$ cat src/rtl/pic_pkg.sv
// Shared constants, opcode patterns and control-flow classification for the
// baseline PIC fetch/sequencing logic.
package pic_pkg;

  localparam int unsigned ADDR_W  = 9;
  localparam int unsigned INSTR_W = 12;

  localparam logic [11:0] NOP = 12'h000;

  // Opcode mask/match pairs for the decoded control-flow instructions.
  localparam logic [11:0] GOTO_MASK   = 12'hE00;
  localparam logic [11:0] GOTO_MATCH  = 12'hA00;
  localparam logic [11:0] CALL_MASK   = 12'hF00;
  localparam logic [11:0] CALL_MATCH  = 12'h900;
  localparam logic [11:0] RETLW_MASK  = 12'hF00;
  localparam logic [11:0] RETLW_MATCH = 12'h800;

  typedef enum logic [2:0] {
    FLOW_SEQ  = 3'd0,
    FLOW_GOTO = 3'd1,
    FLOW_CALL = 3'd2,
    FLOW_RET  = 3'd3,
    FLOW_PCL  = 3'd4,
    FLOW_SKIP = 3'd5
  } flow_e;

  // Pick the control-flow action for this cycle. Only a real instruction is
  // decoded; execute-side requests rank below it, PCL writes above skips.
  function automatic flow_e classify_flow(input logic        valid,
                                          input logic [11:0] instr,
                                          input logic        pcl_wr,
                                          input logic        skip);
    flow_e kind;
    if (valid && ((instr & GOTO_MASK) == GOTO_MATCH)) begin
      kind = FLOW_GOTO;
    end else if (valid && ((instr & CALL_MASK) == CALL_MATCH)) begin
      kind = FLOW_CALL;
    end else if (valid && ((instr & RETLW_MASK) == RETLW_MATCH)) begin
      kind = FLOW_RET;
    end else if (pcl_wr) begin
      kind = FLOW_PCL;
    end else if (skip) begin
      kind = FLOW_SKIP;
    end else begin
      kind = FLOW_SEQ;
    end
    return kind;
  endfunction

endpackage

$ cat src/rtl/pic_call_stack.sv
// Two-level hardware return stack: shift-register entries, a saturating
// occupancy counter and sticky overflow/underflow indicators.
module pic_call_stack #(
  parameter int unsigned ADDR_W      = pic_pkg::ADDR_W,
  parameter int unsigned STACK_DEPTH = 2
) (
  input  logic              clk,
  input  logic              rst_n,
  input  logic              push_i,
  input  logic              pop_i,
  input  logic [ADDR_W-1:0] push_data_i,
  output logic [ADDR_W-1:0] top_o,
  output logic [1:0]        depth_o,
  output logic              ovf_o,
  output logic              unf_o
);

  localparam logic [1:0] DEPTH_MAX = 2'(STACK_DEPTH);

  logic [ADDR_W-1:0] stk0_q, stk0_d;
  logic [ADDR_W-1:0] stk1_q, stk1_d;
  logic [1:0]        depth_q, depth_d;
  logic              ovf_q, ovf_d;
  logic              unf_q, unf_d;

  // Next-state for push/pop; a push when full drops the oldest entry, a pop
  // when empty still shifts (returning whatever stk0 held) and flags it.
  always_comb begin
    stk0_d  = stk0_q;
    stk1_d  = stk1_q;
    depth_d = depth_q;
    ovf_d   = ovf_q;
    unf_d   = unf_q;
    if (push_i) begin
      stk1_d = stk0_q;
      stk0_d = push_data_i;
      if (depth_q == DEPTH_MAX) begin
        ovf_d = 1'b1;
      end else begin
        depth_d = depth_q + 2'd1;
      end
    end else if (pop_i) begin
      stk0_d = stk1_q;
      if (depth_q == 2'd0) begin
        unf_d = 1'b1;
      end else begin
        depth_d = depth_q - 2'd1;
      end
    end else begin
      depth_d = depth_q;
    end
  end

  // Stack state register.
  always_ff @(posedge clk or negedge rst_n) begin
    if (!rst_n) begin
      stk0_q  <= {ADDR_W{1'b0}};
      stk1_q  <= {ADDR_W{1'b0}};
      depth_q <= 2'd0;
      ovf_q   <= 1'b0;
      unf_q   <= 1'b0;
    end else begin
      stk0_q  <= stk0_d;
      stk1_q  <= stk1_d;
      depth_q <= depth_d;
      ovf_q   <= ovf_d;
      unf_q   <= unf_d;
    end
  end

  assign top_o   = stk0_q;
  assign depth_o = depth_q;
  assign ovf_o   = ovf_q;
  assign unf_o   = unf_q;

endmodule

$ cat src/rtl/pic_fetch_ctrl.sv
// Fetch/sequencing controller: program counter, execute-stage instruction
// register and control-flow resolution. Taken transfers flush the word
// fetched in the same cycle, so they cost one bubble.
module pic_fetch_ctrl #(
  parameter int unsigned       ADDR_W      = pic_pkg::ADDR_W,
  parameter int unsigned       INSTR_W     = pic_pkg::INSTR_W,
  parameter logic [ADDR_W-1:0] RESET_VEC   = {ADDR_W{1'b0}},
  parameter int unsigned       STACK_DEPTH = 2
) (
  input  logic               clk,
  input  logic               rst_n,
  output logic [ADDR_W-1:0]  rom_addr,
  input  logic [INSTR_W-1:0] rom_data,
  input  logic               stall_i,
  input  logic               skip_i,
  input  logic               pcl_wr_i,
  input  logic [7:0]         pcl_data_i,
  output logic [INSTR_W-1:0] instr_o,
  output logic               instr_valid_o,
  output logic [ADDR_W-1:0]  instr_pc_o,
  output logic [1:0]         stack_depth_o,
  output logic               stack_ovf_o,
  output logic               stack_unf_o
);

  import pic_pkg::*;

  logic [ADDR_W-1:0]  pc_q, pc_d;
  logic [INSTR_W-1:0] ir_q, ir_d;
  logic               valid_q, valid_d;
  logic [ADDR_W-1:0]  ipc_q, ipc_d;

  flow_e              flow_s;
  logic [ADDR_W-1:0]  pc_inc_s;
  logic [ADDR_W-1:0]  target_s;
  logic               flush_s;
  logic               push_s;
  logic               pop_s;
  logic [ADDR_W-1:0]  ret_addr_s;
  logic [ADDR_W-1:0]  stk_top_s;

  // Resolve the control-flow action, its target and the pipeline update;
  // a stall freezes every register and suppresses stack side effects.
  always_comb begin
    pc_inc_s   = pc_q + {{(ADDR_W-1){1'b0}}, 1'b1};
    ret_addr_s = ipc_q + {{(ADDR_W-1){1'b0}}, 1'b1};
    flow_s     = classify_flow(valid_q, ir_q, pcl_wr_i, skip_i);
    target_s   = pc_inc_s;
    flush_s    = 1'b1;
    push_s     = 1'b0;
    pop_s      = 1'b0;
    case (flow_s)
      FLOW_GOTO: target_s = ir_q[ADDR_W-1:0];
      FLOW_CALL: begin
        target_s = ADDR_W'(ir_q[7:0]);
        push_s   = !stall_i;
      end
      FLOW_RET: begin
        target_s = stk_top_s;
        pop_s    = !stall_i;
      end
      FLOW_PCL:  target_s = ADDR_W'(pcl_data_i);
      FLOW_SKIP: target_s = pc_inc_s;
      FLOW_SEQ:  flush_s  = 1'b0;
      default: begin
        target_s = pc_inc_s;
        flush_s  = 1'b1;
      end
    endcase

    if (stall_i) begin
      pc_d    = pc_q;
      ir_d    = ir_q;
      valid_d = valid_q;
      ipc_d   = ipc_q;
    end else begin
      pc_d    = target_s;
      ir_d    = flush_s ? NOP : rom_data;
      valid_d = !flush_s;
      ipc_d   = pc_q;
    end
  end

  // Pipeline registers: PC plus the execute-stage instruction and its address.
  always_ff @(posedge clk or negedge rst_n) begin
    if (!rst_n) begin
      pc_q    <= RESET_VEC;
      ir_q    <= NOP;
      valid_q <= 1'b0;
      ipc_q   <= {ADDR_W{1'b0}};
    end else begin
      pc_q    <= pc_d;
      ir_q    <= ir_d;
      valid_q <= valid_d;
      ipc_q   <= ipc_d;
    end
  end

  pic_call_stack #(
    .ADDR_W      (ADDR_W),
    .STACK_DEPTH (STACK_DEPTH)
  ) u_stack (
    .clk         (clk),
    .rst_n       (rst_n),
    .push_i      (push_s),
    .pop_i       (pop_s),
    .push_data_i (ret_addr_s),
    .top_o       (stk_top_s),
    .depth_o     (stack_depth_o),
    .ovf_o       (stack_ovf_o),
    .unf_o       (stack_unf_o)
  );

  assign rom_addr      = pc_q;
  assign instr_o       = ir_q;
  assign instr_valid_o = valid_q;
  assign instr_pc_o    = ipc_q;

endmodule

$ cat config.mk
export PLATFORM = sky130hd
export DESIGN_NAME = pic_fetch_ctrl
export DESIGN_NICKNAME = d
export VERILOG_FILES = /design/src/rtl/pic_pkg.sv /design/src/rtl/pic_call_stack.sv /design/src/rtl/pic_fetch_ctrl.sv
export SDC_FILE = /design/constraint.sdc
export NUM_CORES = 1
export LEC_CHECK = 0
export ABC_CLOCK_PERIOD_IN_PS = 3100
export BUFFER_PORTS_ARGS = -buffer_cell sky130_fd_sc_hd__buf_2
export CAP_MARGIN = 20
export CORE_ASPECT_RATIO = 0.6
export CORE_MARGIN = 4
export CORE_UTILIZATION = 35
export CTS_BUF_LIST = sky130_fd_sc_hd__clkbuf_4 sky130_fd_sc_hd__clkbuf_8 sky130_fd_sc_hd__clkbuf_16
export DETAILED_ROUTE_END_ITERATION = 8
export PLACE_DENSITY_LB_ADDON = 0.05
export SLEW_MARGIN = 30
export SYNTH_ARGS = -nofsm -noshare
export SYNTH_HDL_FRONTEND = slang
export SYNTH_SLANG_ARGS = --single-unit
export TNS_END_PERCENT = 50
$ cat constraint.sdc
create_clock -name clk -period 3.1 [get_ports clk]
set_input_delay 0.62 -clock clk [delete_from_list [all_inputs] [get_ports clk]]
set_output_delay 0.62 -clock clk [all_outputs]
set_load 0.005 [all_outputs]
==> results_dict.tcl, run 1 <==
set metrics [dict create \
    status "finished clean" \
    fin_hold_ws_ns 0.313 \
    async_reset_ff_frac 1.00 \
    grt_start_max_net_pins 33 \
    worst-path-buf-inv 1 \
    crit_path_start "instr_o[8]$_DFFE_PN0N_" \
    utilization 0.434 \
    start_kind "flip-flop" \
    start_util 0.361 \
    r2r_setup_slack_ns 1.19 \
    path_cells "buf_2" \
    timing.final.crit_share 0.660 \
    synth-main-ff-cell "dfrtp_1" \
    first_pass_iters 4 \
    ir_drop_mv 0.209 \
    drive_above_1_share 0.327 \
    clockBufferDepth 2 \
    grt_pass1_wl_mm 11.3 \
    ant_nets 0 \
    rsz0062_at_grt "no" \
    clock_skew_ns 0.00456 \
    crit_fanout 23 \
    placed_area_sq_um 3010 \
    hold_viol_final 0 \
    seq_power_share 0.501 \
    place_congestion 0.761 \
    worst_pin_slew_ns 0.846 \
    cts_made_buffers 5 \
    synth_nets 268 \
    postCtsHoldBufs 0 \
    dieArea_sq_um 9030 \
    dp_hpwl_mm 5.13 \
    cpMaxStageDelayCell "dfrtp_1" \
    worst_r2r_endpoint "rom_addr[7]$_DFFE_PN0N_" \
    nFillCells 701 \
    antennaDiodeCount 0 \
    synth_area_sq_um 2640 \
    pin_count 60 \
    post_drt_wl_per_cell_microns 17.0 \
    cp-end-kind "primary output" \
    tns_ns 0 \
    clock_sinks 53 \
    crit_path_max_incr_delay_ns 0.90 \
    cp.arrival_ns 1.43 \
    period_needed_ns 2.05 \
    clockPowerShare 0.315 \
    grt_pass1_vias 2038 \
    clkTransAtPathRegs_ns 0.06 \
    fin_cells 401 \
    finalInstanceArea_sq_um 3170 \
    vias 2015 \
    post-cts-setup-buffers 0 \
    place_inst 393 \
    ys_seq_area_frac 0.503 \
    power.internal_mw 1.27 \
    synthDistinctLibCells 49 \
    area.growth.synth_to_final_pct 20.1 \
    crit_required_ns 2.48 \
    syn_area_per_cell_sq_um 10.9 \
    p_comb_frac 0.184 \
    synth_edf_count 0 \
    syn_inst 241 \
    grt_overflow 0 \
    fp.dieH_microns 75.2 \
    crit_type "reg -> out" \
    max_cap_violations 0 \
    h-tree-depth 2 \
    slew_violations 0 \
    min_path_type "in -> async" \
    cts_tree "built" \
    io_buffers 59 \
    yosys_warnings 0 \
    fp.dieW_microns 120 \
    finalNetCount 323 \
    synth-seq-cells 53 \
    p_leak_nw 1.55 \
    grtUsageTotal 0.163 \
    worst_skew_pair.late_latency_ns 0.29 \
    rows 24 \
    p_sw_mw 0.498 \
    post_cts_resized 0 \
    pwr_density_cell_nw_per_um2 558 \
    route.detailed.drc 0 \
    via_per_inst 5.02 \
    p_sw_frac 0.282 \
    worst_r2r_startpoint "instr_o[8]$_DFFE_PN0N_" \
    rr_worst_depth 4 \
    drtIter0Drc 175 \
    setup-violations-final 0 \
    max_freq_mhz 489 \
    wirelength_mm 6.84 \
    core_sq_um 7300 \
    antenna_found_initial 0 \
    cts-root-buf "clkbuf_16" \
    max_slew_margin 0.436 \
    crit_family "flip-flops" \
]
per-layer routing:
metal / global-route usage / vias to the layer above / wire [microns]
met2: 0.218 / 57 / 2660
met3: 0.0488 / 5 / 486
met1: 0.259 / 954 / 3660
met4: 0.0266 / 0 / 35
met5: 0 / - / 0
li1: - / 999 / -
power by group through the flow:
stage / Clock [mW] / Sequential (mW) / Combinational, mW
final: 0.556 / 0.885 / 0.325
after global routing: 0.610 / 0.901 / 0.367
after CTS: 0.578 / 0.886 / 0.332
after detailed placement: 0 / 0.898 / 0.329
after global placement: 0 / 0.901 / 0.328
after floorplan: 0 / 0.869 / 0.191
state kept, by name (all words and copies together) (netlist names):
register / flops
instr_o: 12
instr_pc_o: 9
rom_addr: 9
u_stack.stk1_q: 9
u_stack.top_o: 9
u_stack.depth_o: 2
instr_valid_o: 1
u_stack.ovf_o: 1
u_stack.unf_o: 1
kinds of logic (layout without fill, tap and decap cells):
| logic type | after synthesis | in the layout | share of synthesized area |
|---|---|---|---|
| AND/OR/NAND/NOR | 71 | 71 | 0.149 |
| AO/OA/AOI/OAI | 63 | 63 | 0.166 |
| adder cells (fa/ha/maj) | 2 | 2 | 0.00949 |
| flip-flops | 53 | 53 | 0.503 |
| buffers and inverters | 19 | 75 | 0.0342 |
| XOR/XNOR | 7 | 7 | 0.0233 |
| multiplexers | 26 | 26 | 0.116 |
synthesized netlist by cell type (all sizes together), types with 2 or more instances:
library cell | count | share of area
mux2i | 8 | 0.030
a22o | 13 | 0.043
a221oi | 2 | 0.0066
o21ai | 19 | 0.036
nor3 | 8 | 0.021
buf | 10 | 0.021
or3 | 2 | 0.0047
o22a | 2 | 0.0066
mux2 | 18 | 0.085
nand3b | 4 | 0.016
nand3 | 10 | 0.019
and2 | 2 | 0.0047
o32a | 3 | 0.011
o21bai | 2 | 0.0057
xnor2 | 5 | 0.017
a21o | 2 | 0.0057
nor2 | 11 | 0.019
xor2 | 2 | 0.0066
and3 | 6 | 0.014
nand2 | 22 | 0.032
dfrtp | 53 | 0.50
inv | 5 | 0.0071
o211ai | 4 | 0.011
ha | 2 | 0.0095
clkbuf | 4 | 0.0057
a21oi | 8 | 0.015
o31ai | 2 | 0.0057
cell type report:
cell class | count | area, sq um | share of cell area
well taps | 104 | 130 | 0.0411
clock buffers | 8 | 148 | 0.0466
repair buffers | 62 | 318 | 0.100
flip-flops and latches | 53 | 1330 | 0.419
multi-input cells | 169 | 1230 | 0.387
inverters | 5 | 18.8 | 0.00593
worst max path at each step:
stage	to	cells past startpoint
3_3_place_gp	u_stack.stk1_q[6]$_DFFE_PN0P_	4
4_1_cts	instr_o[8]	1
6_report	instr_o[8]	1
2_1_floorplan	rom_addr[2]$_DFFE_PN0N_	5
3_5_place_dp	instr_o[4]$_DFFE_PN0N_	5
5_1_grt	instr_o[8]	1
stage by stage:
step / power [mW] / setup WS, ns
detailed placement: 1.23 / 0.941
floorplan: 1.06 / 1.49
global route: 1.88 / 0.978
finish: 1.77 / 1.05
global placement: 1.23 / 0.961
CTS: 1.80 / 1.06
cell usage in the layout, fill, tap and decap left out, types with 2 or more instances in the layout:
master     instances
clkbuf_4           3
nor2_1             9
and3_1             6
mux2i_1            8
nand3b_1           3
o211ai_1           4
a22o_1            13
xnor2_1            5
nand3_1           10
xor2_1             2
o21ai_1            7
mux2_2            12
o22a_1             2
buf_2             59
inv_1              4
nand2_1           21
and2_1             2
a21o_1             2
nor3_1             6
o21bai_1           2
or3_1              2
o31ai_1            2
o21ai_0           12
nor3_4             2
ha_1               2
a221oi_1           2
buf_4              3
dfrtp_1           53
clkbuf_16          5
o32a_1             3
a21oi_1            8
mux2_4             6
Power figures use the tool's default switching activity.
==> run 2: changes to the inputs <==
--- a/config.mk
+++ b/config.mk
@@ -5,7 +5,7 @@
 export SDC_FILE = /design/constraint.sdc
 export NUM_CORES = 1
 export LEC_CHECK = 0
-export ABC_CLOCK_PERIOD_IN_PS = 3100
+export ABC_CLOCK_PERIOD_IN_PS = 2100
 export BUFFER_PORTS_ARGS = -buffer_cell sky130_fd_sc_hd__buf_2
 export CAP_MARGIN = 20
 export CORE_ASPECT_RATIO = 0.6
==> constraint.sdc (replaced) <==
create_clock -name clk -period 2.1 [get_ports clk]
set_input_delay 0.42 -clock clk [delete_from_list [all_inputs] [get_ports clk]]
set_output_delay 0.42 -clock clk [all_outputs]
set_load 0.005 [all_outputs]
==> run 2 against run 1 <==
Compared with the run above:
- first-iteration DRC count down 19%
- utilization up 0.46 points
- final cell count up 0.50%
- critical endpoint is now u_stack.top_o[3]$_DFFE_PN0P_
==> results_dict.tcl, run 2 (same netlist as run 1, synthesis figures left out) <==
set metrics [dict create \
    pwr_density_cell_nw_per_um2 821 \
    drive_above_1_share 0.331 \
    worst_skew_pair.late_latency_ns 0.29 \
    first_pass_iters 4 \
    cts_made_buffers 5 \
    power.internal_mw 1.88 \
    h-tree-depth 2 \
    fp.dieH_microns 75.2 \
    timing.final.crit_share 0.840 \
    rsz0062_at_grt "no" \
    min_path_type "in -> async" \
    crit_required_ns 2.33 \
    crit_family "simple AND/OR/NAND/NOR gates" \
    max_cap_violations 0 \
    rows 24 \
    p_sw_mw 0.752 \
    route.detailed.drc 0 \
    setup-violations-final 0 \
    cp-end-kind "flip-flop" \
    core_sq_um 7300 \
    finalNetCount 326 \
    max_slew_margin 0.583 \
    grt_overflow 0 \
    cpMaxStageDelayCell "or3_1" \
    place_congestion 0.767 \
    clockBufferDepth 2 \
    post-cts-setup-buffers 0 \
    clockPowerShare 0.320 \
    vias 2073 \
    start_kind "flip-flop" \
    crit_type "reg -> reg" \
    worst-path-buf-inv 0 \
    dieArea_sq_um 9030 \
    largest_reg_flops 12 \
    clock_sinks 53 \
    cp.arrival_ns 1.99 \
    post_cts_resized 0 \
    max_freq_mhz 567 \
    grt_start_max_net_pins 54 \
    crit_path_max_incr_delay_ns 0.62 \
    pin_count 60 \
    dp_hpwl_mm 5.07 \
    cts-root-buf "clkbuf_16" \
    postCtsHoldBufs 0 \
    ant_nets 0 \
    worst_pin_slew_ns 0.623 \
    p_leak_nw 1.57 \
    grtUsageTotal 0.162 \
    io_buffers 59 \
    mostFrequentLayoutCells "59 x buf_2, 53 x dfrtp_1, 21 x nand2_1" \
    seq_power_share 0.495 \
    area.growth.synth_to_final_pct 21.4 \
    slew_violations 0 \
    hold_viol_final 0 \
    drtIter0Drc 141 \
    antennaDiodeCount 0 \
    wirelength_mm 6.95 \
    antenna_found_initial 0 \
    status "finished clean" \
    p_comb_frac 0.185 \
    start_util 0.361 \
    cts_tree "built" \
    layout_commonest_cell "buf_2" \
    grt_pass1_vias 1995 \
    via_per_inst 5.14 \
    utilization 0.439 \
    clock_skew_ns 0.00529 \
    path_cells "nand3b_4, or3_1, a211oi_1, a21o_1" \
    p_sw_frac 0.286 \
    fp.dieW_microns 120 \
    clkTransAtPathRegs_ns 0.07 \
    ir_drop_mv 0.281 \
    crit_fanout 16 \
    period_needed_ns 1.76 \
    tns_ns 0 \
    grt_pass1_wl_mm 11.2 \
    post_drt_wl_per_cell_microns 17.2 \
]
[run 2: changes by cell type in the layout (fill, tap and decap cells not counted), sizes merged]
cell and change:
buf +3, clkbuf -1
[run 2: path summary, 6_finish.rpt]
path / start / to / slack, ns / depth (start not counted)
worst max-delay path: instr_o[10]$_DFFE_PN0N_ / u_stack.top_o[3]$_DFFE_PN0P_ / 0.34 / 4
worst min-delay path: rst_n / u_stack.top_o[5]$_DFFE_PN0P_ / 0.11 / 2
worst max register to register: instr_o[10]$_DFFE_PN0N_ / u_stack.top_o[3]$_DFFE_PN0P_ / 0.34 / 4
worst min register to register: u_stack.unf_o$_DFFE_PN0P_ / u_stack.unf_o$_DFFE_PN0P_ / 0.46 / 1
max in group asynchronous: rst_n / instr_pc_o[0]$_DFFE_PN0N_ / 1.74 / 2
min in group clk: rom_data[1] / instr_o[1]$_DFFE_PN0N_ / 0.33 / 2
[run 2: layer usage]
layer  track usage  wire length, microns
met1         0.253                  3690
met3        0.0450                   482
met2         0.218                  2720
met4        0.0381                    57
met5             0                     0
[run 2: final cells by class]
type                    count  area [sq um]
fillers                   722          4100
flip-flops and latches     53          1330
multi-input cells         169          1230
repair buffers             65           353
clock buffers               7           146
well taps                 104           130
inverters                   5          18.8
[run 2: stage by stage]
stage | instance area, sq um | power, mW | setup WS [ns] | std cells | hold slack [ns]
6_report | 3200 | 2.63 | 0.336 | 403 | 0.111
5_1_grt | 3200 | 2.77 | 0.244 | 403 | 0.132
4_1_cts | 3190 | 2.66 | 0.230 | 403 | 0.129
3_5_place_dp | 3050 | 1.81 | 0.221 | 396 | 0.441
3_3_place_gp | 3050 | 1.81 | 0.253 | 396 | 0.442
2_1_floorplan | 2640 | 1.56 | 0.609 | 241 | 0.124
[run 2: power by group through the flow]
| stage | registers, mW | clock network (mW) | logic, mW |
|---|---|---|---|
| CTS | 1.30 | 0.862 | 0.493 |
| floorplan | 1.28 | 0 | 0.281 |
| global placement | 1.32 | 0 | 0.489 |
| global route | 1.32 | 0.905 | 0.542 |
| detailed placement | 1.32 | 0 | 0.491 |
| finish | 1.30 | 0.841 | 0.485 |
==> run 3: changes to the inputs <==
--- a/config.mk
+++ b/config.mk
@@ -5,7 +5,7 @@
 export SDC_FILE = /design/constraint.sdc
 export NUM_CORES = 1
 export LEC_CHECK = 0
-export ABC_CLOCK_PERIOD_IN_PS = 2100
+export ABC_CLOCK_PERIOD_IN_PS = 1800
 export BUFFER_PORTS_ARGS = -buffer_cell sky130_fd_sc_hd__buf_2
 export CAP_MARGIN = 20
 export CORE_ASPECT_RATIO = 0.6
==> constraint.sdc (replaced) <==
create_clock -name clk -period 1.8 [get_ports clk]
set_input_delay 0.36 -clock clk [delete_from_list [all_inputs] [get_ports clk]]
set_output_delay 0.36 -clock clk [all_outputs]
set_load 0.005 [all_outputs]
==> run 3 against run 2 <==
Compared with the run above:
- sequential share of layout area is 0.60 points lower
- clock power up 14%
- critical path depth grew 1
- total power up 17%
- fmax up 1.3%
- die area is the same
- global-route usage increased by 0.20 points
- clock-buffer cell count shrank 1
- sequential cell count unchanged
- cell area grew 1.6%
- sequential power rose by 16%
==> results_dict.tcl, run 3 (same netlist as run 1, synthesis figures left out) <==
set metrics [dict create \
    status "finished clean" \
    tns_ns 0 \
    layout_commonest_cell "buf_2" \
    crit_type "reg -> reg" \
    first_pass_iters 4 \
    ant_nets 0 \
    grt_pass1_vias 1983 \
    post-cts-setup-buffers 0 \
    drive_above_1_share 0.352 \
    antennaDiodeCount 0 \
    timing.final.crit_share 0.967 \
    min_path_type "in -> async" \
    cpMaxStageDelayCell "dfrtp_1" \
    rsz0062_at_grt "no" \
    rows 24 \
    max_slew_margin 0.588 \
    post_drt_wl_per_cell_microns 17.0 \
    hold_viol_final 0 \
    finalNetCount 333 \
    dieArea_sq_um 9030 \
    cts_tree "built" \
    worst_skew_pair.late_latency_ns 0.29 \
    fp.dieH_microns 75.2 \
    ir_drop_mv 0.373 \
    antenna_found_initial 0 \
    path_cells "ha_1, nand3_1, or3_1, and3_1, o31ai_1" \
    start_util 0.361 \
    crit_family "simple AND/OR/NAND/NOR gates" \
    largest_reg_flops 12 \
    route.detailed.drc 0 \
    grtUsageTotal 0.164 \
    cp.arrival_ns 1.94 \
    io_buffers 59 \
    core_sq_um 7300 \
    clkTransAtPathRegs_ns 0.07 \
    cp-end-kind "flip-flop" \
    utilization 0.445 \
    pwr_density_cell_nw_per_um2 944 \
    crit_path_max_incr_delay_ns 0.44 \
    grt_start_max_net_pins 54 \
    h-tree-depth 2 \
    cts_made_buffers 5 \
    vias 2057 \
    crit_fanout 4 \
    dp_hpwl_mm 5.23 \
    max_cap_violations 0 \
    wirelength_mm 6.98 \
    worst_pin_slew_ns 0.616 \
    clock_sinks 53 \
    total_power_mw 3.07 \
    cts-root-buf "clkbuf_16" \
    slew_violations 0 \
    area.growth.synth_to_final_pct 23.3 \
    pin_count 60 \
    place_congestion 0.820 \
    drtIter0Drc 136 \
    worst-path-buf-inv 0 \
    via_per_inst 5.00 \
    period_needed_ns 1.74 \
    clock_skew_ns 0.00477 \
    max_freq_mhz 574 \
    pre_cts_slack_ns 0.0477 \
    place_inst 403 \
    grt_overflow 0 \
    fin_cells 411 \
    fp.dieW_microns 120 \
    mostFrequentLayoutCells "59 x buf_2, 52 x dfrtp_1, 21 x nand2_1" \
    worst_slack_ns 0.0588 \
    clockBufferDepth 2 \
    start_kind "flip-flop" \
    grt_pass1_wl_mm 11.1 \
    p_leak_nw 1.60 \
    crit_required_ns 2.00 \
    setup-violations-final 0 \
]
run 3: changes by cell type in the layout (fill, tap and decap cells not counted), sizes merged:
cell	previous run	this run
clkbuf	7	6
clkinv	0	2
buf	65	72
run 3: where the power goes:
part	internal [mW]	switching, mW
Combinational	0.309	0.291
Clock	0.527	0.430
Sequential	1.33	0.177
Total	2.17	0.899
run 3: final timing paths:
path / from / end / slack, ns / cells after the start
max in group asynchronous: rst_n / instr_pc_o[0]$_DFFE_PN0N_ / 1.49 / 2
min in group clk: rom_data[10] / instr_o[10]$_DFFE_PN0N_ / 0.28 / 2
worst min register to register: u_stack.unf_o$_DFFE_PN0P_ / u_stack.unf_o$_DFFE_PN0P_ / 0.47 / 1
worst max register to register: instr_pc_o[1]$_DFFE_PN0N_ / u_stack.top_o[6]$_DFFE_PN0P_ / 0.06 / 5
worst min-delay path: rst_n / u_stack.stk1_q[7]$_DFFE_PN0P_ / 0.05 / 2
worst max-delay path: instr_pc_o[1]$_DFFE_PN0N_ / u_stack.top_o[6]$_DFFE_PN0P_ / 0.06 / 5
run 3: what timing repair did:
| item | CTS | global route |
|---|---|---|
| endpoints found under the setup margin | 0 | 1 |
| endpoints found under the hold margin | 0 | 0 |
| hold buffers | 0 | 0 |
| resized for setup | 0 | 1 |
run 3: cell type report:
class                   instances  area (sq um)
fillers                       720          4050
flip-flops and latches         53          1330
multi-input cells             169          1230
repair buffers                 72           405
clock buffers                   6           133
well taps                     104           130
inverters                       5          18.8
clock inverters                 2          10.0
run 3: worst register-to-register path: stages (launching register included):
cell and delay (ns):
dfrtp_1 0.44, ha_1 0.25, nand3_1 0.19, or3_1 0.38, and3_1 0.19, o31ai_1 0.20
run 3: routing by layer:
metal	vias to the layer above	track usage	wire length, microns
met5	-	0	0
met4	0	0.0419	63
met3	5	0.0480	322
met2	45	0.220	2630
met1	991	0.255	3970
li1	1016	-	-
run 3: per-stage QoR:
| step | hold slack [ns] | area [sq um] |
|---|---|---|
| after floorplan | 0.0644 | 2640 |
| after global placement | 0.382 | 3100 |
| after detailed placement | 0.377 | 3100 |
| after CTS | 0.0603 | 3240 |
| after global routing | 0.0685 | 3250 |
| final | 0.0511 | 3250 |
